**config.mk**
```make
export PLATFORM = sky130hd
export DESIGN_NAME = mem_arbiter_flat
export DESIGN_NICKNAME = d
export VERILOG_FILES = /design/src/rtl/mem_arbiter_if.sv /design/src/rtl/mem_arbiter.sv /design/src/flat_wrapper.sv
export SDC_FILE = /design/constraint.sdc
export NUM_CORES = 1
export LEC_CHECK = 0
export ABC_AREA = 1
export BUFFER_PORTS_ARGS = -buffer_cell sky130_fd_sc_hd__buf_2
export CAP_MARGIN = 0
export CORE_AREA = 2 2 110 155
export CTS_CLUSTER_DIAMETER = 30
export DETAILED_ROUTE_END_ITERATION = 8
export DIE_AREA = 0 0 112 157
export PLACE_DENSITY_LB_ADDON = 0.1
export SETUP_SLACK_MARGIN = 0.4
export SKIP_LAST_GASP = 1
export SYNTH_ARGS = -nofsm -noshare
export SYNTH_HDL_FRONTEND = slang
export SYNTH_SLANG_ARGS = --single-unit
```
**constraint.sdc**
```tcl
create_clock -name iClk -period 8.83 [get_ports iClk]
set_clock_uncertainty 0.2 [all_clocks]
set_input_delay 0.883 -clock iClk [delete_from_list [all_inputs] [get_ports iClk]]
set_output_delay 0.883 -clock iClk [all_outputs]
set_load 0.01 [all_outputs]
```
**src/rtl/mem_arbiter_if.sv**
```systemverilog
// Core-side request/response and memory-side bus of the instruction/data memory arbiter.
// The arbiter takes the slave view; whatever drives requests and models memory takes the master view.
interface mem_arbiter_if;
    logic        iIReq;
    logic [31:0] iIAddr;
    logic        oIGnt;
    logic        oIValid;
    logic [31:0] oIData;
    logic        oIErr;

    logic        iDReq;
    logic        iDReadnWrite;
    logic [31:0] iDAddr;
    logic [31:0] iDData;
    logic        oDGnt;
    logic        oDValid;
    logic [31:0] oDData;
    logic        oDErr;

    logic        oMemEn;
    logic        oMemReadnWrite;
    logic [31:0] oMemAddr;
    logic [31:0] oMemData;
    logic [31:0] iMemData;

    modport slave (
        input  iIReq, iIAddr, iDReq, iDReadnWrite, iDAddr, iDData, iMemData,
        output oIGnt, oIValid, oIData, oIErr,
        output oDGnt, oDValid, oDData, oDErr,
        output oMemEn, oMemReadnWrite, oMemAddr, oMemData
    );

    modport master (
        output iIReq, iIAddr, iDReq, iDReadnWrite, iDAddr, iDData, iMemData,
        input  oIGnt, oIValid, oIData, oIErr,
        input  oDGnt, oDValid, oDData, oDErr,
        input  oMemEn, oMemReadnWrite, oMemAddr, oMemData
    );
endinterface

```
**src/rtl/mem_arbiter.sv**
```systemverilog
// Single-port memory arbiter between instruction fetch and load/store, one transaction at a time,
// with alignment/range checking, a programmable wait-state window and fetch starvation protection.
module mem_arbiter #(
    parameter int WAIT_CYCLES = 0,
    parameter int MEM_WORDS   = 4096,
    parameter int STARVE_MAX  = 4
) (
    input logic          iClk,
    input logic          nRst,
    mem_arbiter_if.slave bus
);

    typedef enum logic [1:0] {
        IDLE   = 2'd0,
        ACCESS = 2'd1,
        RESP   = 2'd2
    } state_e;

    localparam logic [3:0]  WAIT_LAST  = 4'(WAIT_CYCLES);
    localparam logic [3:0]  STARVE_LIM = 4'(STARVE_MAX);
    localparam logic [30:0] WORD_LIM   = 31'(MEM_WORDS);

    state_e      state_q, state_d;
    logic [3:0]  starve_q, starve_d;
    logic [3:0]  wait_q, wait_d;
    logic        owner_q, owner_d;     // 1 = load/store port owns the transaction
    logic        rnw_q, rnw_d;
    logic        err_q, err_d;
    logic [29:0] word_q, word_d;
    logic [31:0] wdata_q, wdata_d;
    logic [31:0] rdata_q, rdata_d;

    logic        i_win, d_win, req_err, last_access;
    logic [31:0] req_addr;

    always_ff @(posedge iClk) begin
        if (!nRst) begin
            state_q  <= IDLE;
            starve_q <= '0;
            wait_q   <= '0;
            owner_q  <= 1'b0;
        end else begin
            state_q  <= state_d;
            starve_q <= starve_d;
            wait_q   <= wait_d;
            owner_q  <= owner_d;
        end
    end

    always_ff @(posedge iClk) begin
        rnw_q   <= rnw_d;
        err_q   <= err_d;
        word_q  <= word_d;
        wdata_q <= wdata_d;
        rdata_q <= rdata_d;
    end

    always_comb begin
        state_d  = state_q;
        starve_d = starve_q;
        wait_d   = wait_q;
        owner_d  = owner_q;
        rnw_d    = rnw_q;
        err_d    = err_q;
        word_d   = word_q;
        wdata_d  = wdata_q;
        rdata_d  = rdata_q;

        i_win       = 1'b0;
        d_win       = 1'b0;
        req_addr    = bus.iIAddr;
        req_err     = 1'b0;
        last_access = (wait_q == WAIT_LAST);

        bus.oIGnt          = 1'b0;
        bus.oIValid        = 1'b0;
        bus.oIData         = '0;
        bus.oIErr          = 1'b0;
        bus.oDGnt          = 1'b0;
        bus.oDValid        = 1'b0;
        bus.oDData         = '0;
        bus.oDErr          = 1'b0;
        bus.oMemEn         = 1'b0;
        bus.oMemReadnWrite = 1'b0;
        bus.oMemAddr       = '0;
        bus.oMemData       = '0;

        unique case (state_q)
            IDLE: begin
                i_win    = bus.iIReq && (!bus.iDReq || starve_q == STARVE_LIM);
                d_win    = bus.iDReq && !i_win;
                req_addr = d_win ? bus.iDAddr : bus.iIAddr;
                req_err  = (req_addr[1:0] != 2'b00) || ({1'b0, req_addr[31:2]} >= WORD_LIM);

                if (i_win || !bus.iIReq) begin
                    starve_d = '0;
                end else if (d_win && starve_q != STARVE_LIM) begin
                    starve_d = starve_q + 4'd1;
                end

                bus.oIGnt = i_win;
                bus.oDGnt = d_win;

                if (i_win || d_win) begin
                    owner_d = d_win;
                    rnw_d   = i_win || bus.iDReadnWrite;
                    word_d  = req_addr[31:2];
                    wdata_d = d_win ? bus.iDData : '0;
                    err_d   = req_err;
                    rdata_d = '0;
                    wait_d  = '0;
                    state_d = req_err ? RESP : ACCESS;
                end
            end

            ACCESS: begin
                // Stores strobe only on the last wait-state cycle so memory sees exactly one write.
                bus.oMemEn         = rnw_q || last_access;
                bus.oMemReadnWrite = rnw_q;
                bus.oMemAddr       = {2'b00, word_q};
                bus.oMemData       = wdata_q;
                if (last_access) begin
                    if (rnw_q) begin
                        rdata_d = bus.iMemData;
                    end
                    state_d = RESP;
                end else begin
                    wait_d = wait_q + 4'd1;
                end
            end

            RESP: begin
                bus.oIValid = !owner_q;
                bus.oIData  = owner_q ? '0 : rdata_q;
                bus.oIErr   = !owner_q && err_q;
                bus.oDValid = owner_q;
                bus.oDData  = owner_q ? rdata_q : '0;
                bus.oDErr   = owner_q && err_q;
                state_d     = IDLE;
            end

            default: state_d = IDLE;
        endcase

        // Quiet every output during reset so no grant or memory write escapes a reset cycle.
        if (!nRst) begin
            bus.oIGnt          = 1'b0;
            bus.oIValid        = 1'b0;
            bus.oIData         = '0;
            bus.oIErr          = 1'b0;
            bus.oDGnt          = 1'b0;
            bus.oDValid        = 1'b0;
            bus.oDData         = '0;
            bus.oDErr          = 1'b0;
            bus.oMemEn         = 1'b0;
            bus.oMemReadnWrite = 1'b0;
            bus.oMemAddr       = '0;
            bus.oMemData       = '0;
        end
    end

endmodule
```
**src/flat_wrapper.sv**
```systemverilog
// flat-port wrapper written by rule: the top's interface ports become plain ports
module mem_arbiter_flat 
#(
    parameter int WAIT_CYCLES = 0,
    parameter int MEM_WORDS   = 4096,
    parameter int STARVE_MAX  = 4
)
  (iClk, nRst, bus_iIReq, bus_iIAddr, bus_iDReq, bus_iDReadnWrite, bus_iDAddr, bus_iDData, bus_iMemData, bus_oIGnt, bus_oIValid, bus_oIData, bus_oIErr, bus_oDGnt, bus_oDValid, bus_oDData, bus_oDErr, bus_oMemEn, bus_oMemReadnWrite, bus_oMemAddr, bus_oMemData);
  mem_arbiter_if bus_i ();
  input logic iClk;
  input logic nRst;
  input wire logic [$bits(bus_i.iIReq)-1:0] bus_iIReq;
  input wire logic [$bits(bus_i.iIAddr)-1:0] bus_iIAddr;
  input wire logic [$bits(bus_i.iDReq)-1:0] bus_iDReq;
  input wire logic [$bits(bus_i.iDReadnWrite)-1:0] bus_iDReadnWrite;
  input wire logic [$bits(bus_i.iDAddr)-1:0] bus_iDAddr;
  input wire logic [$bits(bus_i.iDData)-1:0] bus_iDData;
  input wire logic [$bits(bus_i.iMemData)-1:0] bus_iMemData;
  output wire logic [$bits(bus_i.oIGnt)-1:0] bus_oIGnt;
  output wire logic [$bits(bus_i.oIValid)-1:0] bus_oIValid;
  output wire logic [$bits(bus_i.oIData)-1:0] bus_oIData;
  output wire logic [$bits(bus_i.oIErr)-1:0] bus_oIErr;
  output wire logic [$bits(bus_i.oDGnt)-1:0] bus_oDGnt;
  output wire logic [$bits(bus_i.oDValid)-1:0] bus_oDValid;
  output wire logic [$bits(bus_i.oDData)-1:0] bus_oDData;
  output wire logic [$bits(bus_i.oDErr)-1:0] bus_oDErr;
  output wire logic [$bits(bus_i.oMemEn)-1:0] bus_oMemEn;
  output wire logic [$bits(bus_i.oMemReadnWrite)-1:0] bus_oMemReadnWrite;
  output wire logic [$bits(bus_i.oMemAddr)-1:0] bus_oMemAddr;
  output wire logic [$bits(bus_i.oMemData)-1:0] bus_oMemData;
  assign bus_i.iIReq = bus_iIReq;
  assign bus_i.iIAddr = bus_iIAddr;
  assign bus_i.iDReq = bus_iDReq;
  assign bus_i.iDReadnWrite = bus_iDReadnWrite;
  assign bus_i.iDAddr = bus_iDAddr;
  assign bus_i.iDData = bus_iDData;
  assign bus_i.iMemData = bus_iMemData;
  assign bus_oIGnt = bus_i.oIGnt;
  assign bus_oIValid = bus_i.oIValid;
  assign bus_oIData = bus_i.oIData;
  assign bus_oIErr = bus_i.oIErr;
  assign bus_oDGnt = bus_i.oDGnt;
  assign bus_oDValid = bus_i.oDValid;
  assign bus_oDData = bus_i.oDData;
  assign bus_oDErr = bus_i.oDErr;
  assign bus_oMemEn = bus_i.oMemEn;
  assign bus_oMemReadnWrite = bus_i.oMemReadnWrite;
  assign bus_oMemAddr = bus_i.oMemAddr;
  assign bus_oMemData = bus_i.oMemData;
  mem_arbiter #(.WAIT_CYCLES(WAIT_CYCLES), .MEM_WORDS(MEM_WORDS), .STARVE_MAX(STARVE_MAX)) u_core (.iClk(iClk), .nRst(nRst), .bus(bus_i));
endmodule
```
==> run metrics <==
Overflow after GRT=0; Power Total=0.00114 W; Crit path largest cell delay=0.33 ns; pwr/cell area=approximately 160 nW/um^2; Hold Slack=roughly 0.29 ns; drt pass-1 iters=4; final std cells w/o fill=1,175; outcome=finished clean; Via density=4.23; Max Transition Viols Final=0; final WL=14,800 um; minimum clock period=3.22 ns; Slew Limit Headroom=between 30% and 40%; cts repair resizes=0; critical path startpoint category=input port; CP max-delay cell=nor3_1; max_cap viols=0; final hold viol count=0; Yosys cell types=29; CTS Buf Count=9; final setup TNS=0 ns; Psw=around 0.00028 W; GPL Wtd Cong=roughly 0.81; hold buffers post-CTS=0; required time of the critical path=7.75 ns; Leak Pwr=4.24 nW; Synth Cell Area=5580 sq um; placed cell areas=7060 sq um; period utilization=36.5%; CTS Sinks=107; Peak VDD IR=0.0794 mV; proportion of layout cells with a drive suffix above 1=slightly above 30%; Setup Crit Path Kind=in2out; Port Buffers=266; CTS root buf=clkbuf_16; Worst Path Buf+Inv=4; Inst Count DP=1,156; Sequential Power Share=53.1%; crit-path cells=buf_2 -> inv_1 -> nor3_1 -> inv_2 -> nor2_1 -> buf_2; Final #Nets=1,105; Ys Warns=0; Worst Hold Class=reg2reg; Critical Path Fanout Max=33; Die Wd=112 um; worst skew pair latency=0.34 ns; drt wl/cell=12.6 um; Int Pwr=a little under 0.0009 W; combinational power share=11.4%; first-pass GRT wire length=23,100 um; most frequent cells in the layout=266 x buf_2, 218 x nor2_1, 196 x inv_1, 103 x nand2_1, 96 x edfxtp_1; area of the die=about 18,000 sq um; pin count of the biggest net entering global routing=75; Worst-Margin Slew=roughly 1.0 ns; initial antenna violation count=3; Starting Density=34.7%; Clk network pwr share=35.5%; Post-Synthesis Cells=717; Clock Path Buffers=2; final instance area=7370 sq um; Via Count=between 4k and 5k; CTS tree=built; # setup viols final=0; vias in the first global route=4,776; CORE AREA=approximately 16,000 sq um; Post-DP HPWL=roughly 11,000 um; Synth-to-Final Area Change=31.9%; drt initial violations=~160; CP most frequent cell=buf_2; post-CTS setup buffers=0; CP Capture Type=output port; top cell family by delay on the critical path=buffers and inverters; clk slew on worst S/H paths=0.07 ns; most common cell after layout, fill and taps aside=buf_2; switching share of power=between 20 and 25%; Final ANT Viol Nets=0; H-tree depth=3; # DRC=0; Mean Syn Cell Area=a little under 8 sq um; post-synthesis sequential area ratio=between 50% and 60%; height of the die=157 um; I/O pin count=between 200 and 300; row cnt=55; Max Fclk=310 MHz; RSZ-0062 raised after global routing=no; WP data arrival=2.14 ns; Total GRT Usage=16.6%; #FFs+latches synth=107
==> Yosys cell counts <==
master	instances	area, sq um
nand2_1	104	390
xor2_1	3	26.3
dfxtp_1	11	220
nand2_2	1	6.26
inv_2	3	11.3
buf_4	2	15.0
nand3_2	1	10.0
buf_2	7	35.0
conb_1	1	3.75
ha_1	4	50.1
nand4_1	1	6.26
o21ai_1	2	10.0
inv_1	197	739
o21ai_2	3	26.3
nor2_2	2	12.5
nor3_1	5	25.0
edfxtp_1	96	2880
or2_2	2	12.5
buf_6	3	33.8
clkbuf_1	15	56.3
o21ai_0	4	20.0
o311a_1	1	10.0
buf_1	3	11.3
o22ai_1	1	6.26
a21oi_1	6	30.0
nor2_1	218	818
nand3_1	18	90.1
nand3b_1	2	15.0
a21oi_2	1	8.76
==> layout make-up <==
type	count	area, sq um
clock inverters	6	70.1
clock buffers	10	229
multi-input cells	381	1600
well taps	199	249
inverters	200	751
flip-flops and latches	107	3100
fillers	1710	8740
repair buffers	269	1350
diodes	3	7.51
==> state kept, by name (all words and copies together) (netlist names) <==
register and count:
u_core.err_q 1, u_core.owner_q 1, u_core.rdata_q 32, u_core.rnw_q 1, u_core.starve_q 4, u_core.state_q 2, u_core.wait_q 4, u_core.wdata_q 32
u_core.word_q 30
==> power by group through the flow <==
stage	logic [W]	registers (W)	clock network, W
detailed placement	0.000133	0.000620	0
global route	0.000151	0.000612	0.000441
global placement	0.000132	0.000618	0
finish	0.000131	0.000608	0.000406
CTS	0.000134	0.000608	0.000423
floorplan	0.0000780	0.000618	0
==> worst register-to-register path: cells and delay by family (launching register included) <==
| kind | cells | cell delay [ns] |
|---|---|---|
| flip-flops | 1 | 0.37 |
| buffers and inverters | 2 | 0.60 |
| AO/OA/AOI/OAI | 1 | 0.79 |
| AND/OR/NAND/NOR | 3 | 0.65 |
==> final timing paths <==
kind | startpoint | to | slack, ns | depth (start not counted)
max | nRst | bus_oDData[27] | 5.61 | 6
max reg2reg | u_core.state_q[0] | u_core.rdata_q[12] | 5.83 | 6
min reg2reg | u_core.wait_q[1] | u_core.wait_q[1] | 0.29 | 2
min | u_core.wait_q[1] | u_core.wait_q[1] | 0.29 | 2
==> cell families (layout without fill, tap and decap cells) <==
group | count (synthesis) | count (layout) | synth area share [%]
buf+inv | 230 | 485 | 16.2
fa+ha+maj | 4 | 4 | 0.896
flops | 107 | 107 | 55.6
simple gates | 354 | 354 | 24.8
other cells | 1 | 5 | 0.0672
compound gates | 18 | 18 | 1.99
xor+xnor | 3 | 3 | 0.471
==> metal layers <==
layer / track usage, % / up-vias / wire length [um]
li1: - / 2584 / -
met4: 6.68 / 2 / 352
met2: 30.2 / 195 / 7330
met3: 4.00 / 25 / 1080
met5: 0 / - / 12
met1: 18.6 / 2168 / 6040
==> metrics by stage <==
stage	setup WS (ns)	util [%]
after floorplan	3.90	-
after global placement	5.57	43.8
after detailed placement	5.52	43.8
after CTS	5.61	45.7
after global routing	5.45	45.7
final	5.61	45.7
Power figures use the tool's default switching activity.
